**src/rtl/write_scheduler.sv**
```systemverilog
// ---------------------------------------------------------------------------
// write_scheduler
//
// Front-end scheduler for a multi-port write RAM. NB_WRAGENT valid/ready
// write agents each own one RAM write port. Agents that present the same
// address in the same cycle are arbitrated round-robin: one wins and the
// others stall through agt_ready. Agents with distinct addresses all proceed
// in parallel. RAM-side outputs are registered, so an accepted request is
// presented to the RAM on the following cycle. Two enabled ports never carry
// the same address in one cycle.
//
// Optional feature macro: WRSCHED_STATS_EN
//   When defined, a saturating collision_cnt output counts cycles in which
//   at least one agent stalled. When undefined, the port and its counter are
//   absent and all other behaviour is unchanged.
//
// Parameters
//   ADDR_WIDTH  write address width
//   DATA_WIDTH  write data width
//   NB_WRAGENT  number of write agents / RAM write ports (>= 2)
//   CNT_WIDTH   collision counter width (only used with WRSCHED_STATS_EN)
//
// Ports
//   aclk           in   clock, rising edge
//   aresetn        in   asynchronous active-low reset
//   agt_valid      in   per-agent write request
//   agt_ready      out  per-agent accept (combinational)
//   agt_addr       in   agent i address at [i*ADDR_WIDTH +: ADDR_WIDTH]
//   agt_data       in   agent i data at [i*DATA_WIDTH +: DATA_WIDTH]
//   wren           out  RAM write enable, port i driven by agent i
//   wraddr         out  RAM write address, same packing as agt_addr
//   wrdata         out  RAM write data, same packing as agt_data
//   collision      out  registered: some request stalled in the previous cycle
//   collision_cnt  out  saturating stall-cycle counter (WRSCHED_STATS_EN only)
// ---------------------------------------------------------------------------
module write_scheduler #(
  parameter int ADDR_WIDTH = 3,
  parameter int DATA_WIDTH = 8,
  parameter int NB_WRAGENT = 2,
  parameter int CNT_WIDTH  = 16
) (
  input  logic                             aclk,
  input  logic                             aresetn,
  input  logic [NB_WRAGENT-1:0]            agt_valid,
  output logic [NB_WRAGENT-1:0]            agt_ready,
  input  logic [NB_WRAGENT*ADDR_WIDTH-1:0] agt_addr,
  input  logic [NB_WRAGENT*DATA_WIDTH-1:0] agt_data,
  output logic [NB_WRAGENT-1:0]            wren,
  output logic [NB_WRAGENT*ADDR_WIDTH-1:0] wraddr,
  output logic [NB_WRAGENT*DATA_WIDTH-1:0] wrdata,
`ifdef WRSCHED_STATS_EN
  output logic [CNT_WIDTH-1:0]             collision_cnt,
`endif
  output logic                             collision
);

  localparam int PTR_WIDTH = (NB_WRAGENT > 1) ? $clog2(NB_WRAGENT) : 1;

  logic [PTR_WIDTH-1:0]            r_rrPtr;
  logic [NB_WRAGENT-1:0]           r_wren;
  logic [NB_WRAGENT*ADDR_WIDTH-1:0] r_wraddr;
  logic [NB_WRAGENT*DATA_WIDTH-1:0] r_wrdata;
  logic                            r_collision;

  logic [NB_WRAGENT-1:0]           w_beaten;
  logic [NB_WRAGENT-1:0]           w_grant;
  logic [NB_WRAGENT-1:0]           w_xfer;
  logic                            w_stall;

  // Position of agent idx in the current priority order; 0 is the agent the
  // round-robin pointer names, higher numbers lose to lower ones.
  function automatic int rankOf(input int idx, input logic [PTR_WIDTH-1:0] ptr);
    int p;
    p = int'(ptr);
    if (idx >= p) return idx - p;
    else          return idx + NB_WRAGENT - p;
  endfunction

  // An agent loses if any other valid agent targets the same address and sits
  // earlier in the priority order. Every address group is resolved at once
  // against the same pointer, so each group yields exactly one winner.
  always_comb begin
    w_beaten = '0;
    for (int i = 0; i < NB_WRAGENT; i++) begin
      for (int j = 0; j < NB_WRAGENT; j++) begin
        if ((j != i) && agt_valid[i] && agt_valid[j] &&
            (agt_addr[j*ADDR_WIDTH +: ADDR_WIDTH] == agt_addr[i*ADDR_WIDTH +: ADDR_WIDTH]) &&
            (rankOf(j, r_rrPtr) < rankOf(i, r_rrPtr))) begin
          w_beaten[i] = 1'b1;
        end
      end
    end
  end

  assign w_grant = agt_valid & ~w_beaten;

  // Ready is masked by reset so nothing is accepted while aresetn is low.
  assign agt_ready = w_grant & {NB_WRAGENT{aresetn}};
  assign w_xfer    = agt_valid & agt_ready;
  assign w_stall   = |(agt_valid & ~w_grant);

  // Write-port registers. Ports without a transfer drop wren but keep their
  // last address/data so the RAM bus does not toggle needlessly.
  always_ff @(posedge aclk or negedge aresetn) begin
    if (!aresetn) begin
      r_wren      <= '0;
      r_wraddr    <= '0;
      r_wrdata    <= '0;
      r_collision <= 1'b0;
    end else begin
      r_wren      <= w_xfer;
      r_collision <= w_stall;
      for (int i = 0; i < NB_WRAGENT; i++) begin
        if (w_xfer[i]) begin
          r_wraddr[i*ADDR_WIDTH +: ADDR_WIDTH] <= agt_addr[i*ADDR_WIDTH +: ADDR_WIDTH];
          r_wrdata[i*DATA_WIDTH +: DATA_WIDTH] <= agt_data[i*DATA_WIDTH +: DATA_WIDTH];
        end
      end
    end
  end

  // The pointer only moves when someone stalled; this rotates priority among
  // contenders and bounds the wait of a persistent requester to NB_WRAGENT
  // collision cycles.
  always_ff @(posedge aclk or negedge aresetn) begin
    if (!aresetn) begin
      r_rrPtr <= '0;
    end else if (w_stall) begin
      if (r_rrPtr == PTR_WIDTH'(NB_WRAGENT - 1)) r_rrPtr <= '0;
      else                                        r_rrPtr <= r_rrPtr + PTR_WIDTH'(1);
    end
  end

`ifdef WRSCHED_STATS_EN
  logic [CNT_WIDTH-1:0] r_collisionCnt;

  // Saturating count of stall cycles; sticks at all-ones instead of wrapping.
  always_ff @(posedge aclk or negedge aresetn) begin
    if (!aresetn) begin
      r_collisionCnt <= '0;
    end else if (w_stall && (r_collisionCnt != '1)) begin
      r_collisionCnt <= r_collisionCnt + CNT_WIDTH'(1);
    end
  end

  assign collision_cnt = r_collisionCnt;
`endif

  assign wren      = r_wren;
  assign wraddr    = r_wraddr;
  assign wrdata    = r_wrdata;
  assign collision = r_collision;

endmodule
```
**config.mk**
```make
export PLATFORM = sky130hd
export DESIGN_NAME = write_scheduler
export DESIGN_NICKNAME = d
export VERILOG_FILES = /design/src/rtl/write_scheduler.sv
export SDC_FILE = /design/constraint.sdc
export NUM_CORES = 1
export LEC_CHECK = 0
export ABC_AREA = 1
export CORE_MARGIN = 3
export CORE_UTILIZATION = 38
export DETAILED_ROUTE_END_ITERATION = 10
export DONT_BUFFER_PORTS = 1
export PLACE_DENSITY = 0.49
export SYNTH_ARGS = -nofsm -noshare
export SYNTH_HDL_FRONTEND = slang
export SYNTH_SLANG_ARGS = --single-unit
export TNS_END_PERCENT = 100
```
**constraint.sdc**
```tcl
create_clock -name aclk -period 1.1 [get_ports aclk]
set_input_delay 0.165 -clock aclk [delete_from_list [all_inputs] [get_ports aclk]]
set_output_delay 0.165 -clock aclk [all_outputs]
set_load 0.01 [all_outputs]
```
# --- After elaboration in Yosys (flattened, before gate mapping) ---
# Index checks and enable logic that the tools add are counted.
totals:
  reg_bits: 26
  latch_bits: 0
  mem_bits_rw: 0
  rom_bits: 0
  output_inout_bits: 27
  word_cells: 32
  n_memories: 0
classes:
  add_sub_neg: 4
  mul: 0
  n_div: 0
  magnitude_cmp: 3
  n_eq_ne: 2
  n_shift: 0
  n_mux: 4
  bitwise_logic: 6
  reduce_logical: 6
ops:
  columns: ["operator", "count"]
  rows:
  - ["32-bit < comparator", 2]
  - ["32-bit two-way mux", 1]
  - ["2-bit AND", 4]
  - ["3-bit == test", 2]
  - ["1-bit logical AND", 5]
  - ["2-bit NOT", 2]
  - ["1-bit by 1-bit subtractor with 2-bit output, first input constant", 2]
  - ["1-bit two-way mux", 3]
  - ["2-bit by 1-bit subtractor with 3-bit output, first input constant", 1]
  - ["2-bit OR reduction", 1]
  - ["1-bit adder, second input constant", 1]
  - ["1-bit greater-or-equal comparator, first input constant", 1]

# --- Longest topological paths before layout ---
# Gate-level depths: netlist (run 1).
depth:
  word_depth: 10
  depth_mapped: 9
  ltp_nobuf: 8

# --- Worst setup path before layout (run 1) ---
# OpenSTA, ideal clock, no wires.
synth_timing:
  path_type: "register to output"
  start: "register r_rrPtr"
  end: "output port agt_ready[1]"
  arrival_time_ns: 0.832
  t_required_ns: 0.935
  slack_ns: 0.103
  path_stages_with_launch: 6
  path_buffers: 1
  path_cell_list: "dfrtp_1 inv_1 nand3_4 nand2_4 buf_12 inv_2"
synth_via:
  elab_chain_len: 8
  elab_cells_between_ends: 11
  cone_classes: "3 x add/sub; 2 x order compare; 2 x mux; 3 x bitwise; 1 x reduce/logical"
synth_lines:
  columns: ["element", "line_no", "source"]
  rows:
  - ["from (decl)", "59", "logic [PTR_WIDTH-1:0] r_rrPtr;"]
  - ["from (signal assigned)", "130", "else r_rrPtr <= r_rrPtr + PTR_WIDTH'(1);"]
  - ["2-bit by 1-bit subtractor with 3-bit output (tied with other cells)", "76", "else return idx + NB_WRAGENT - p;"]
  - ["32-bit two-way mux", "75", "if (idx >= p) return idx - p;"]
  - ["32-bit < comparator *", "88", "(rankOf(j, r_rrPtr) < rankOf(i, r_rrPtr))) begin"]
  - ["1-bit logical AND *", "87", "(agt_addr[j*ADDR_WIDTH +: ADDR_WIDTH] == agt_addr[i*ADDR_WIDTH +: ADDR_WIDTH]) &&"]
  - ["1-bit two-way mux *", "86", "if ((j != i) && agt_valid[i] && agt_valid[j] &&"]
  - ["2-bit NOT *", "95", "assign w_grant = agt_valid & ~w_beaten;"]
  - ["2-bit AND *", "95", null]
  - ["2-bit AND *", "98", "assign agt_ready = w_grant & {NB_WRAGENT{aresetn}};"]
  - ["to (decl)", "45", "output logic [NB_WRAGENT-1:0] agt_ready,"]
# Every way passes the cells marked *; elsewhere a longest branch is shown, timed or not.

# --- Worst setup path after layout (run 1) ---
# Ends and elaborated chain as after synthesis.

==> flow_summary.yaml, run 1 <==
final_layout:
  final_layout_size_suffix_gt1_frac: 0.278
  multiInputGateArea_um2: 482
  area_growth_pct: 31.4
  nets: 189
  regArea_um2: 651
  final_cell_mix: "nand2_1 (42), dfrtp_1 (26), dlygate4sd3_1 (23)"
  layout.cells.most_common: "nand2_1"
  layout.cells.non_filler: 204
  fillers: 293
  antennaDiodeCount: 0
clock_network:
  cts-htree-levels: 1
  clk_pin_slew_worst_paths_ns: 0.14
  cts-root-buf: "clkbuf_4"
  tritoncts: "done"
  clkLatencyLatePin_ns: 0.32
  cts_made_buffers: 3
  clk_path_buf_depth: 2
  cts.sink_count: 26
logic_synthesis:
  syn-num-nets: 159
  yosys.area.top_type_share: 0.539
  yosys.area.top_type: "dfrtp_1"
  synthesis.area_um2: 1210
  synth_area_leaders: "dfrtp_1 (54%), nand2_1 (13%), nand3_1 (9.1%)"
  postSynthAreaPerCell_um2: 9.07
  yosys.cell_types.count: 16
  yosysWarningCount: 0
  yosysSeqAreaShare: 0.539
  synthCells: 133
  synth.ff_latch_count: 26
sta:
  worst_slew_pin_slew_ns: 0.239
  worst_hold_slack_ns: 0.128
  slew_headroom: 0.841
  grt_setup_unrepaired: "true"
  final.setup.tns_ns: -0.429
  finalSetupViolCount: 13
  clock_skew_ns: 0.00407
  fmax_mhz: 819
  finalCritPeriodShare: 1.11
  hold_violations: 0
  worst_slack_ns: -0.120
  finalMaxSlewViolations: 0
  layout_min_cycle_time_ns: 1.22
floorplan:
  fp.dieW_um: 62.3
  die_y_um: 62.3
  core_area_um2: 2900
  fp-row-count: 19
  die_area_um2: 3890
  boundaryPins: 53
  start_util: 0.416
pwr:
  p_comb_frac: 0.172
  max-vdd-ir-drop_mv: 1.00
  seq_power_share: 0.594
  power_density_nw_per_um2: 1300
  p_sw_mw: 0.611
  leakage_nw: 0.824
  clock_power_share: 0.234
  cell_internal_pwr_mw: 1.45
  switching_share: 0.297
worst_setup_path:
  crit_chain: "inv_2 -> nand3_4 -> nand2_8 -> inv_4"
  critPathTopFamily: "flip-flops"
  slowest_stage: "dfrtp_1"
  path_max_fanout: 3
  worstSetupStartpointType: "register"
  endpoint_kind: "primary output"
  critical_path_buf_inv_count: 2
  arrival_ns: 1.06
  crit_path_max_incr_delay_ns: 0.44
  crit_type: "reg2out"
  cp.required_ns: 0.94
detailed_routing:
  drt_wl_total_um: 2690
  dr.pass1.iters: 4
  wl_per_cell_um: 13.2
  drtIter0Drc: 31
  ant_nets: 0
  drc: 0
  avgViaCountPerCell: 4.61
  vias: 940
grt:
  overflow: 0
  grt_pass1_vias: 911
  grt_pass1_wl_um: 4420
  antenna_found_initial: 0
  grt_usage: 0.143
  grt_max_degree: 27
place:
  portBuffers: 0
  pre_cts_ws_ns: 0.0632
  dp_cells: 173
  dp_hpwl_um: 1780
  finalWeightedCongestion: 0.672
run_status:
  violations: "negative setup slack"
  status: "complete, but fails checks"
hold_path:
  hp-class: "in2reg"
job:
  max-cap-violations: 0
[metrics by stage]
step / util / power [mW] / instance area [um^2]
after floorplan: - / 1.44 / 1210
after global placement: 0.425 / 1.48 / 1230
after detailed placement: 0.425 / 1.48 / 1230
after CTS: 0.538 / 2.09 / 1560
after global routing: 0.547 / 2.19 / 1590
final: 0.547 / 2.06 / 1590
[layout make-up]
| cell class | instances | share of cell area |
|---|---|---|
| multi-input cells | 87 | 0.304 |
| well taps | 42 | 0.0331 |
| clock buffers | 4 | 0.0229 |
| repair buffers | 31 | 0.193 |
| flip-flops and latches | 26 | 0.410 |
| inverters | 14 | 0.0363 |
[Yosys cell counts, drive strengths merged]
master,number
buf,6
dfrtp,26
nand3,24
nor2,3
nand2,60
inv,14
[path summary, 6_finish.rpt]
check	startpoint	to	slack (ns)	cells after the start
max	r_rrPtr	agt_ready[1]	-0.12	4
min	aresetn	wrdata[10]	0.13	4
max reg2reg	r_rrPtr	wrdata[13]	-0.04	6
min reg2reg	wrdata[4]	wrdata[4]	0.55	2
max in group asynchronous	aresetn	wrdata[2]	0.68	2
min in group asynchronous	aresetn	wraddr[4]	0.27	2
[sequential cells by signal, indices dropped and copies added, names as in the netlist]
signal     count
wrdata        16
wraddr         6
wren           2
collision      1
r_rrPtr        1
[worst register-to-register path: cells and delay by family, from the launching register on]
family                 cells  cell delay [ns]
buffers and inverters      3             0.38
flip-flops                 1             0.44
AND/OR/NAND/NOR            3             0.22
[metal layers]
layer  routed length (um)  part of all wire  global-route usage
met1                 1160              0.43               0.176
met2                 1280              0.48               0.228
met3                  232             0.086              0.0685
met4                   16            0.0060              0.0331
met5                    0                 0                   0
[kinds of logic after synthesis]
logic type    after synthesis  share of synthesized area
simple gates               87                      0.371
flops                      26                      0.539
buf+inv                    20                     0.0892
[power groups by stage]
| stage | Combinational (mW) | Sequential [mW] | Clock (mW) |
|---|---|---|---|
| 3_5_place_dp | 0.239 | 1.24 | 0 |
| 2_1_floorplan | 0.220 | 1.22 | 0 |
| 3_3_place_gp | 0.234 | 1.25 | 0 |
| 6_report | 0.354 | 1.22 | 0.481 |
| 4_1_cts | 0.353 | 1.23 | 0.506 |
| 5_1_grt | 0.401 | 1.24 | 0.548 |
[repair_timing]
| item | 4_1_cts | 5_1_grt |
|---|---|---|
| resized for setup | 5 | 5 |
| hold buffers | 24 | 0 |
| hold endpoints to repair | 48 | 0 |
| buffers inserted | 3 | 1 |
| pin swaps | 3 | 1 |
| setup endpoints to repair | 2 | 14 |
Power figures use the tool's default switching activity.
==> run 2, diff against run 1 <==
--- a/config.mk
+++ b/config.mk
@@ -11,6 +11,7 @@
 export DETAILED_ROUTE_END_ITERATION = 10
 export DONT_BUFFER_PORTS = 1
 export PLACE_DENSITY = 0.49
+export RECOVER_POWER = 50
 export SYNTH_ARGS = -nofsm -noshare
 export SYNTH_HDL_FRONTEND = slang
 export SYNTH_SLANG_ARGS = --single-unit
==> run 2 against run 1 <==
Highest routed layer unchanged; die area did not move; flip-flop and latch count did not move; worst hold slack barely moved; the run still ends with negative setup slack left.
==> flow_summary.yaml, run 2 (synthesis results as in run 1) <==
floorplan:
  die_area_um2: 3890
  boundaryPins: 53
  die_y_um: 62.3
  fp-row-count: 19
  start_util: 0.416
  core_area_um2: 2900
  fp.dieW_um: 62.3
detailed_routing:
  dr.pass1.iters: 4
  wl_per_cell_um: 13.2
  drtIter0Drc: 33
  drt_wl_total_um: 2690
  avgViaCountPerCell: 4.61
  ant_nets: 0
  drc: 0
  vias: 941
sta:
  layout_min_cycle_time_ns: 1.22
  fmax_mhz: 819
  clock_skew_ns: 0.00350
  slew_headroom: 0.576
  finalSetupViolCount: 13
  hold_violations: 0
  worst_slew_pin_slew_ns: 0.637
  worst_slack_ns: -0.121
  finalMaxSlewViolations: 0
  grt_setup_unrepaired: "true"
  finalCritPeriodShare: 1.11
pwr:
  p_comb_frac: 0.169
  cell_internal_pwr_mw: 1.44
  max-vdd-ir-drop_mv: 1.00
  p_total_mw: 2.05
  leakage_nw: 0.819
  seq_power_share: 0.596
  power_density_nw_per_um2: 1310
  switching_share: 0.298
  clock_power_share: 0.235
  p_sw_mw: 0.611
clock_network:
  cts.sink_count: 26
  cts-htree-levels: 1
  cts-root-buf: "clkbuf_4"
  clk_pin_slew_worst_paths_ns: 0.14
  tritoncts: "done"
  cts_made_buffers: 3
  clkLatencyLatePin_ns: 0.32
  clk_path_buf_depth: 2
grt:
  grtUsageMet2: 0.228
  antenna_found_initial: 0
  gr-usage-met1: 0.176
  grt_pass1_vias: 911
  overflow: 0
  grt_max_degree: 27
  top_usage_layer: "met2"
  grt_pass1_wl_um: 4420
  grt_usage: 0.143
  use_met3: 0.0685
worst_setup_path:
  arrival_ns: 1.06
  cp.required_ns: 0.94
  worstSetupStartpointType: "register"
  endpoint_kind: "primary output"
  path_max_fanout: 3
  crit_type: "reg2out"
  ff2ff_setup_slack_ns: -0.04
run_status:
  violations: "negative setup slack"
  status: "complete, but fails checks"
final_layout:
  area_growth_pct: 30.2
  final_layout_size_suffix_gt1_frac: 0.278
  fin_area_um2: 1570
  antennaDiodeCount: 0
  largest_register_ffs: 16
  final_cell_mix: "nand2_1 (42), dfrtp_1 (26), dlygate4sd3_1 (23)"
  layout.cells.most_common: "nand2_1"
  nets: 189
hold_path:
  hp-class: "in2reg"
job:
  max-cap-violations: 0
place:
  finalWeightedCongestion: 0.672
  dpl_cell_area_um2: 1230
  dp_hpwl_um: 1780
  portBuffers: 0
run 2: power groups by stage:
stage / sequential, mW / clock, mW / combinational [mW]
5_1_grt: 1.24 / 0.548 / 0.394
3_5_place_dp: 1.24 / 0 / 0.239
3_3_place_gp: 1.25 / 0 / 0.234
2_1_floorplan: 1.22 / 0 / 0.220
4_1_cts: 1.23 / 0.506 / 0.353
6_report: 1.22 / 0.482 / 0.347
run 2: critical path, cell delays in order, from the launching register on:
cell and delay (ns):
dfrtp_1 0.44, inv_2 0.08, nand3_4 0.09, nand2_8 0.08, inv_4 0.04
run 2: layer usage:
metal,vias to the layer above,share of wire
li1,467,-
met1,434,0.43
met2,36,0.48
met3,4,0.084
met4,0,0.0060
met5,-,0
run 2: area by class of cell:
type,count,area (um^2)
multi-input cells,87,482
well taps,42,52.6
repair buffers,31,292
flip-flops and latches,26,651
fillers,295,1330
inverters,14,57.6
clock buffers,4,36.3
run 2: what timing repair did:
item,CTS,global route
hold endpoints to repair,48,0
hold buffers,24,0
gates resized for setup,5,5
setup buffers,3,1
endpoints found under the setup margin,2,14
pin swaps,3,1
run 2: final timing paths:
check | startpoint | endpoint | cells after the start
max in group asynchronous | aresetn | wrdata[2] | 2
setup reg to reg | r_rrPtr | wrdata[13] | 6
min in group asynchronous | aresetn | wraddr[4] | 2
hold reg to reg | wrdata[4] | wrdata[4] | 2
setup / recovery | r_rrPtr | agt_ready[1] | 4
hold / removal | aresetn | wrdata[10] | 4
run 2: stage by stage:
stage,instances,TNS (ns),hold WS [ns],setup WS [ns],util
after floorplan,133,0,-0.131,0.103,-
after global placement,173,0,-0.130,0.0649,0.425
after detailed placement,173,0,-0.130,0.0632,0.425
after CTS,204,-0.508,0.128,-0.144,0.538
after global routing,204,-1.07,0.138,-0.181,0.541
final,204,-0.427,0.128,-0.121,0.541
